`config.mk`:
```
export PLATFORM = sky130hd
export DESIGN_NAME = pktbuf_read_arbiter
export DESIGN_NICKNAME = d
export VERILOG_FILES = /design/src/rtl/struct_s.sv /design/src/rtl/pktbuf_read_arbiter_tag_fifo.sv /design/src/rtl/pktbuf_read_arbiter.sv
export SDC_FILE = /design/constraint.sdc
export NUM_CORES = 1
export LEC_CHECK = 0
export ABC_AREA = 1
export CORE_UTILIZATION = 47
export CTS_BUF_LIST = sky130_fd_sc_hd__clkbuf_8
export CTS_CLUSTER_DIAMETER = 150
export CTS_CLUSTER_SIZE = 30
export DETAILED_ROUTE_END_ITERATION = 10
export MAX_ROUTING_LAYER = met4
export PLACE_DENSITY = 0.8
export SKIP_CTS_REPAIR_TIMING = 1
export SYNTH_ARGS = -nofsm -noshare
export SYNTH_HDL_FRONTEND = slang
export SYNTH_HIERARCHICAL = 1
export SYNTH_SLANG_ARGS = --single-unit
```
`constraint.sdc`:
```
create_clock -name clk -period 3.1 [get_ports clk]
set_input_delay 0.775 -clock clk [delete_from_list [all_inputs] [get_ports clk]]
set_output_delay 0.775 -clock clk [all_outputs]
set_load 0.005 [all_outputs]
```
`src/rtl/struct_s.sv`:
```
// Shared packet-buffer types and constants.
//   PKTBUF_AWIDTH      : packet-buffer address width
//   flit_t             : one packet-buffer word (read data)
//   arb_state_t        : read-arbiter lock state
//   PKTBUF_ARB_MAX_OUT : default in-flight read limit of the read arbiter
package struct_s;

    localparam int PKTBUF_AWIDTH = 12;

    typedef struct packed {
        logic        sop;
        logic        eop;
        logic [31:0] data;
    } flit_t;

    typedef enum logic {
        ARB_IDLE   = 1'b0,
        ARB_LOCKED = 1'b1
    } arb_state_t;

    localparam int PKTBUF_ARB_MAX_OUT = 8;

    // Tag width for n requesters; never zero so one requester still has a tag bit.
    function automatic int arb_tag_width(input int n);
        return (n > 1) ? $clog2(n) : 1;
    endfunction

endpackage

```
`src/rtl/pktbuf_read_arbiter_tag_fifo.sv`:
```
// Ordered tag FIFO for in-flight packet-buffer reads.
// Ports:
//   clk, rst            : clock, synchronous active-high reset
//   push, push_data     : enqueue a requester tag
//   pop, pop_data       : dequeue; pop_data shows the head combinationally
//   empty, full         : occupancy flags
// Push and pop in the same cycle are allowed when non-empty, including when full.
module pktbuf_arb_tag_fifo #(
    parameter int WIDTH = 1,
    parameter int DEPTH = 8
) (
    input  logic             clk,
    input  logic             rst,
    input  logic             push,
    input  logic [WIDTH-1:0] push_data,
    input  logic             pop,
    output logic [WIDTH-1:0] pop_data,
    output logic             empty,
    output logic             full
);
    localparam int PW = $clog2(DEPTH);

    logic [WIDTH-1:0] mem_q [DEPTH];
    logic [WIDTH-1:0] mem_d [DEPTH];
    logic [PW:0]      wr_ptr_q, wr_ptr_d;
    logic [PW:0]      rd_ptr_q, rd_ptr_d;
    logic             do_push, do_pop;

    // Pointers carry one wrap bit so full and empty are distinguishable.
    assign empty    = (wr_ptr_q == rd_ptr_q);
    assign full     = (wr_ptr_q[PW] != rd_ptr_q[PW]) &&
                      (wr_ptr_q[PW-1:0] == rd_ptr_q[PW-1:0]);
    assign pop_data = mem_q[rd_ptr_q[PW-1:0]];
    assign do_pop   = pop && !empty;
    assign do_push  = push && (!full || do_pop);

    always_comb begin
        mem_d    = mem_q;
        wr_ptr_d = wr_ptr_q;
        rd_ptr_d = rd_ptr_q;
        if (do_push) begin
            mem_d[wr_ptr_q[PW-1:0]] = push_data;
            wr_ptr_d = wr_ptr_q + (PW+1)'(1);
        end
        if (do_pop) begin
            rd_ptr_d = rd_ptr_q + (PW+1)'(1);
        end
    end

    always_ff @(posedge clk) begin
        if (rst) begin
            mem_q    <= '{default: '0};
            wr_ptr_q <= '0;
            rd_ptr_q <= '0;
        end else begin
            mem_q    <= mem_d;
            wr_ptr_q <= wr_ptr_d;
            rd_ptr_q <= rd_ptr_d;
        end
    end

endmodule

```
`src/rtl/pktbuf_read_arbiter.sv`:
```
// Packet-buffer read-port arbiter: round-robin between NUM_REQ requesters with a
// per-burst lock, credit-limited in-flight reads, and in-order response routing.
// Ports:
//   clk, rst                   : clock, synchronous active-high reset
//   req_valid/addr/last/ready  : requester read channel (addr slice i*AWIDTH)
//   rsp_valid (one-hot), rsp_data : registered response to the issuing requester
//   pkt_buffer_address/read    : registered buffer read command
//   pkt_buffer_readvalid/data  : buffer returns, in issue order
//   err_spurious               : sticky, readvalid with nothing outstanding
// Optional build macro PKTBUF_ARB_STATS_EN adds stats_grant (per-requester
// accept counts, 32 bits each) and stats_stall (credit-blocked valid cycles).
//
// state      | meaning
// ARB_IDLE   | round-robin from rr_ptr+1 picks the next requester
// ARB_LOCKED | owner mid-burst; only owner may issue until req_last
module pktbuf_read_arbiter
    import struct_s::*;
#(
    parameter int NUM_REQ         = 2,
    parameter int AWIDTH          = PKTBUF_AWIDTH,
    parameter int DWIDTH          = $bits(flit_t),
    parameter int MAX_OUTSTANDING = PKTBUF_ARB_MAX_OUT
) (
    input  logic                      clk,
    input  logic                      rst,
    input  logic [NUM_REQ-1:0]        req_valid,
    input  logic [NUM_REQ*AWIDTH-1:0] req_addr,
    input  logic [NUM_REQ-1:0]        req_last,
    output logic [NUM_REQ-1:0]        req_ready,
    output logic [NUM_REQ-1:0]        rsp_valid,
    output logic [DWIDTH-1:0]         rsp_data,
    output logic [AWIDTH-1:0]         pkt_buffer_address,
    output logic                      pkt_buffer_read,
    input  logic                      pkt_buffer_readvalid,
    input  logic [DWIDTH-1:0]         pkt_buffer_readdata,
    output logic                      err_spurious
`ifdef PKTBUF_ARB_STATS_EN
    ,
    output logic [NUM_REQ*32-1:0]     stats_grant,
    output logic [31:0]               stats_stall
`endif
);
    localparam int TW = arb_tag_width(NUM_REQ);
    localparam int CW = $clog2(MAX_OUTSTANDING) + 1;

    arb_state_t          state_q, state_d;
    logic [TW-1:0]       owner_q, owner_d;
    logic [TW-1:0]       rr_ptr_q, rr_ptr_d;
    logic [CW-1:0]       outstanding_q, outstanding_d;
    logic                rd_q, rd_d;
    logic [AWIDTH-1:0]   addr_q, addr_d;
    logic [NUM_REQ-1:0]  rsp_valid_q, rsp_valid_d;
    logic [DWIDTH-1:0]   rsp_data_q, rsp_data_d;
    logic                err_q, err_d;

    logic                credit, accept, sel_last, pop, push;
    logic                win_found;
    logic [TW-1:0]       win_idx, acc_idx, head_tag;
    logic [AWIDTH-1:0]   sel_addr;
    logic                fifo_empty, fifo_full;

    assign credit = (outstanding_q < CW'(MAX_OUTSTANDING));

    always_comb begin
        int cand;
        cand      = 0;
        win_found = 1'b0;
        win_idx   = '0;
        for (int k = 1; k <= NUM_REQ; k++) begin
            cand = (int'(rr_ptr_q) + k) % NUM_REQ;
            if (!win_found && req_valid[TW'(cand)]) begin
                win_found = 1'b1;
                win_idx   = TW'(cand);
            end
        end
    end

    // The locked owner keeps ready even with req_valid low, so the lock holds.
    always_comb begin
        req_ready = '0;
        if (credit) begin
            if (state_q == ARB_IDLE) begin
                if (win_found) req_ready[win_idx] = 1'b1;
            end else begin
                req_ready[owner_q] = 1'b1;
            end
        end
    end

    assign acc_idx  = (state_q == ARB_IDLE) ? win_idx : owner_q;
    assign accept   = |(req_valid & req_ready);
    assign sel_addr = req_addr[int'(acc_idx)*AWIDTH +: AWIDTH];
    assign sel_last = req_last[acc_idx];
    assign pop      = pkt_buffer_readvalid && !fifo_empty;
    assign push     = accept && (!fifo_full || pop);

    pktbuf_arb_tag_fifo #(
        .WIDTH (TW),
        .DEPTH (MAX_OUTSTANDING)
    ) u_tag_fifo (
        .clk       (clk),
        .rst       (rst),
        .push      (push),
        .push_data (acc_idx),
        .pop       (pop),
        .pop_data  (head_tag),
        .empty     (fifo_empty),
        .full      (fifo_full)
    );

    always_comb begin
        state_d       = state_q;
        owner_d       = owner_q;
        rr_ptr_d      = rr_ptr_q;
        outstanding_d = outstanding_q;
        rd_d          = accept;
        addr_d        = accept ? sel_addr : addr_q;
        rsp_valid_d   = '0;
        rsp_data_d    = rsp_data_q;
        err_d         = err_q | (pkt_buffer_readvalid && fifo_empty);
        if (accept) begin
            if (sel_last) begin
                state_d  = ARB_IDLE;
                rr_ptr_d = acc_idx;
            end else begin
                state_d = ARB_LOCKED;
                owner_d = acc_idx;
            end
        end
        case ({accept, pop})
            2'b10:   outstanding_d = outstanding_q + CW'(1);
            2'b01:   outstanding_d = outstanding_q - CW'(1);
            default: outstanding_d = outstanding_q;
        endcase
        if (pop) begin
            rsp_valid_d[head_tag] = 1'b1;
            rsp_data_d            = pkt_buffer_readdata;
        end
    end

    always_ff @(posedge clk) begin
        if (rst) begin
            state_q       <= ARB_IDLE;
            owner_q       <= '0;
            rr_ptr_q      <= TW'(NUM_REQ - 1);
            outstanding_q <= '0;
            rd_q          <= 1'b0;
            addr_q        <= '0;
            rsp_valid_q   <= '0;
            rsp_data_q    <= '0;
            err_q         <= 1'b0;
        end else begin
            state_q       <= state_d;
            owner_q       <= owner_d;
            rr_ptr_q      <= rr_ptr_d;
            outstanding_q <= outstanding_d;
            rd_q          <= rd_d;
            addr_q        <= addr_d;
            rsp_valid_q   <= rsp_valid_d;
            rsp_data_q    <= rsp_data_d;
            err_q         <= err_d;
        end
    end

    assign pkt_buffer_read    = rd_q;
    assign pkt_buffer_address = addr_q;
    assign rsp_valid          = rsp_valid_q;
    assign rsp_data           = rsp_data_q;
    assign err_spurious       = err_q;

`ifdef PKTBUF_ARB_STATS_EN
    logic [31:0] grant_cnt_q [NUM_REQ];
    logic [31:0] grant_cnt_d [NUM_REQ];
    logic [31:0] stall_cnt_q, stall_cnt_d;

    always_comb begin
        grant_cnt_d = grant_cnt_q;
        if (accept) grant_cnt_d[acc_idx] = grant_cnt_q[acc_idx] + 32'd1;
        stall_cnt_d = stall_cnt_q + ((|req_valid && !credit) ? 32'd1 : 32'd0);
    end

    always_ff @(posedge clk) begin
        if (rst) begin
            grant_cnt_q <= '{default: '0};
            stall_cnt_q <= '0;
        end else begin
            grant_cnt_q <= grant_cnt_d;
            stall_cnt_q <= stall_cnt_d;
        end
    end

    always_comb begin
        stats_grant = '0;
        for (int i = 0; i < NUM_REQ; i++) stats_grant[i*32 +: 32] = grant_cnt_q[i];
    end
    assign stats_stall = stall_cnt_q;
`endif

endmodule
```
==> impl_metrics.ini <==
[critical_path]
reg2reg_depth = 14
crit_required_ns = 2.32
cp_top_family = buffers and inverters
path_cells = clkdlybuf4s50_1, nand2_1, nand2_1, nand2_1, nor2_1, clkdlybuf4s50_1
crit_path_start_kind = input pin
crit_type = input pin to primary output
r2r_start = u_tag_fifo/wr_ptr_q[0]
slowest_stage = clkdlybuf4s50_1
end_kind = primary output
r2r_setup_slack_ns = 0.66
critical_path_buf_inv_count = 2
cp_common_cell = nand2_1
r2r-end = u_tag_fifo/wr_ptr_q[0]
critPathMaxStageDelay_ns = 0.54
path_max_fanout = 4
arrival_ns = 2.12

[routing]
wl_per_cell_um = 12.7
via_per_inst = 4.91
postRouteAntennaNets = 0
drt_pre_antenna_iters = 5
wl_um = 8800
num_vias = 3394
drt_iter0_drc = 165
drc = 0

[yosys]
avgSynthCellArea_um2 = 7.01
yosysWarnings = 6
seq_area_frac_synth_pct = 43.5
synthDistinctLibCells = 27
synth_edf_count = 0
synth_top_area_share_pct = 43.5
ys_top_cells_by_count = nor2_1 (108), nand2_1 (89), dfxtp_1 (73)
synthTopCellsByArea = dfxtp_1 (44%), nor2_1 (12%), nand2_1 (10%)
synth-seq-cells = 73
yosysMostFrequentCell = nor2_1
syn_inst = 479
syn_area_mm2 = 0.00336
synth_top_area_cell = dfxtp_1
synth_fp_nets = 550
synth_async_sr_flop_share_pct = 0
ys.flop_type = dfxtp_1

[timing]
rsz0062_at_grt = no
setup_viol = 0
drv_slew = 0
worst_pin_slew_ns = 0.487
finClkSkew_ns = 0.00769
period_share_pct = 93.4
period_needed_ns = 2.89
slew_headroom_pct = 67.5
hold_violations = 0
setup_tns_ns = 0
fmax_mhz = 346

[floorplan]
coreArea_mm2 = 0.00683
placementRows = 30
die_y_um = 86.5
io_pins = 117
initial_core_util_pct = 49.1
die_w_um = 86.5
dieArea_mm2 = 0.00748

[layout]
nNetsFinal = 661
final_area_mm2 = 0.00475
final_util_pct = 69.5
drive_gt1_share_pct = 7.23
antenna_cells = 0
area_growth_pct = 41.5

[worst_hold_path]
whs_endpoint = outstanding_q[0]
hold_path.class = register to register
whs_path_depth = 1
hold_start = outstanding_q[0]

[clocking]
cts_tree = built
cts.sinks = 73
clk_latency_ns = 0.35
htree_num_levels = 3
cts_buffer_depth = 2
cts_buffers = 9
cts-root-buf = clkbuf_8
clkTransAtPathRegs_ns = 0.07

[global_routing]
grt_pass1_wl_um = 14700
grt_start_max_net_pins = 53
grt_usage_pct = 25.9
grt_pass1_vias = 3312
antenna_found_initial = 0
grt.overflow.total = 0

[flow_run]
cap_violations = 0

[place]
place_area_mm2 = 0.00456
port-buffer-count = 116
dpl.hpwl_um = 6060
place.gp.congestion = 0.875

[power_and_ir_drop]
power.density_mw_per_mm2 = 939
peakVddDrop_mv = 0.489
power_w = 0.00446
power.leakage_nw = 2.09

[status]
status = completed
==> area by class of cell <==
type | count | area [um2]
Fill cell | 583 | 2080
Multi-Input combinational cell | 336 | 1580
Sequential cell | 73 | 1460
Timing Repair Buffer | 123 | 1210
Inverter | 47 | 176
Clock buffer | 10 | 138
Tap cell | 96 | 120
Clock inverter | 6 | 57.6
==> worst reg2reg max path: cells and delay by family (launching register included) <==
kind | cells | cell delay [ns]
simple gates | 9 | 1.14
flops | 1 | 0.50
buf+inv | 5 | 0.70
==> cells in the final DEF, fill, tap and decap left out, types with 8 or more instances in the layout <==
cell / synthesis / routed
nand3_1: 17 / 17
clkbuf_8: 0 / 10
a21oi_1: 16 / 16
nand4_1: 10 / 10
o21ai_0: 57 / 57
nor3_1: 8 / 8
dfxtp_1: 73 / 73
inv_1: 43 / 43
nor2_2: 9 / 9
nand2_1: 89 / 89
nor2_1: 108 / 108
clkdlybuf4s50_1: 0 / 116
==> state kept, by name, indices dropped and copies added (netlist names), 2 cells and up <==
register and flops:
u_tag_fifo/rd_ptr_q 4, outstanding_q 4, u_tag_fifo/wr_ptr_q 4, pkt_buffer_address 12, rsp_valid 2, rsp_data 34
u_tag_fifo/mem_q 8
==> how the worst max path moves through the flow <==
stage	from	endpoint	slack, ns	depth (start not counted)
2_1_floorplan	u_tag_fifo/wr_ptr_q[0]	outstanding_q[2]	0.70	15
3_3_place_gp	req_valid[0]	req_ready[1]	0.27	6
3_5_place_dp	req_valid[0]	req_ready[1]	0.22	6
4_1_cts	req_valid[0]	req_ready[1]	0.21	6
5_1_grt	req_valid[0]	req_ready[1]	0.12	6
6_report	req_valid[0]	req_ready[1]	0.21	6
==> metrics by stage <==
step	cells	hold WS, ns	worst slack, ns
2_1_floorplan	479	0.422	0.697
3_3_place_gp	675	0.437	0.270
3_5_place_dp	675	0.447	0.216
4_1_cts	691	0.458	0.208
5_1_grt	691	0.507	0.122
6_report	691	0.455	0.206
==> routing by layer <==
layer	global-route usage [%]	part of all wire, %	vias to the layer above
li1	-	-	1731
met1	29.9	44	1536
met2	42.9	47	108
met3	6.95	6.5	19
met4	10.5	2.2	0
met5	-	0	-
==> cell families after synthesis <==
logic type / after synthesis / share of synthesized area [%]
XOR/XNOR: 8 / 2.31
AND/OR/NAND/NOR: 247 / 31.0
buffers and inverters: 70 / 9.28
flip-flops: 73 / 43.5
adder cells (fa/ha/maj): 6 / 2.46
AO/OA/AOI/OAI: 75 / 11.4
==> power breakdown <==
group / internal [W] / total, W / switching, W
logic: 0.00103 / 0.00218 / 0.00115
clock network: 0.000388 / 0.000741 / 0.000354
registers: 0.00131 / 0.00154 / 0.000231
total: 0.00272 / 0.00446 / 0.00173
(Power assumes the default switching activity.)
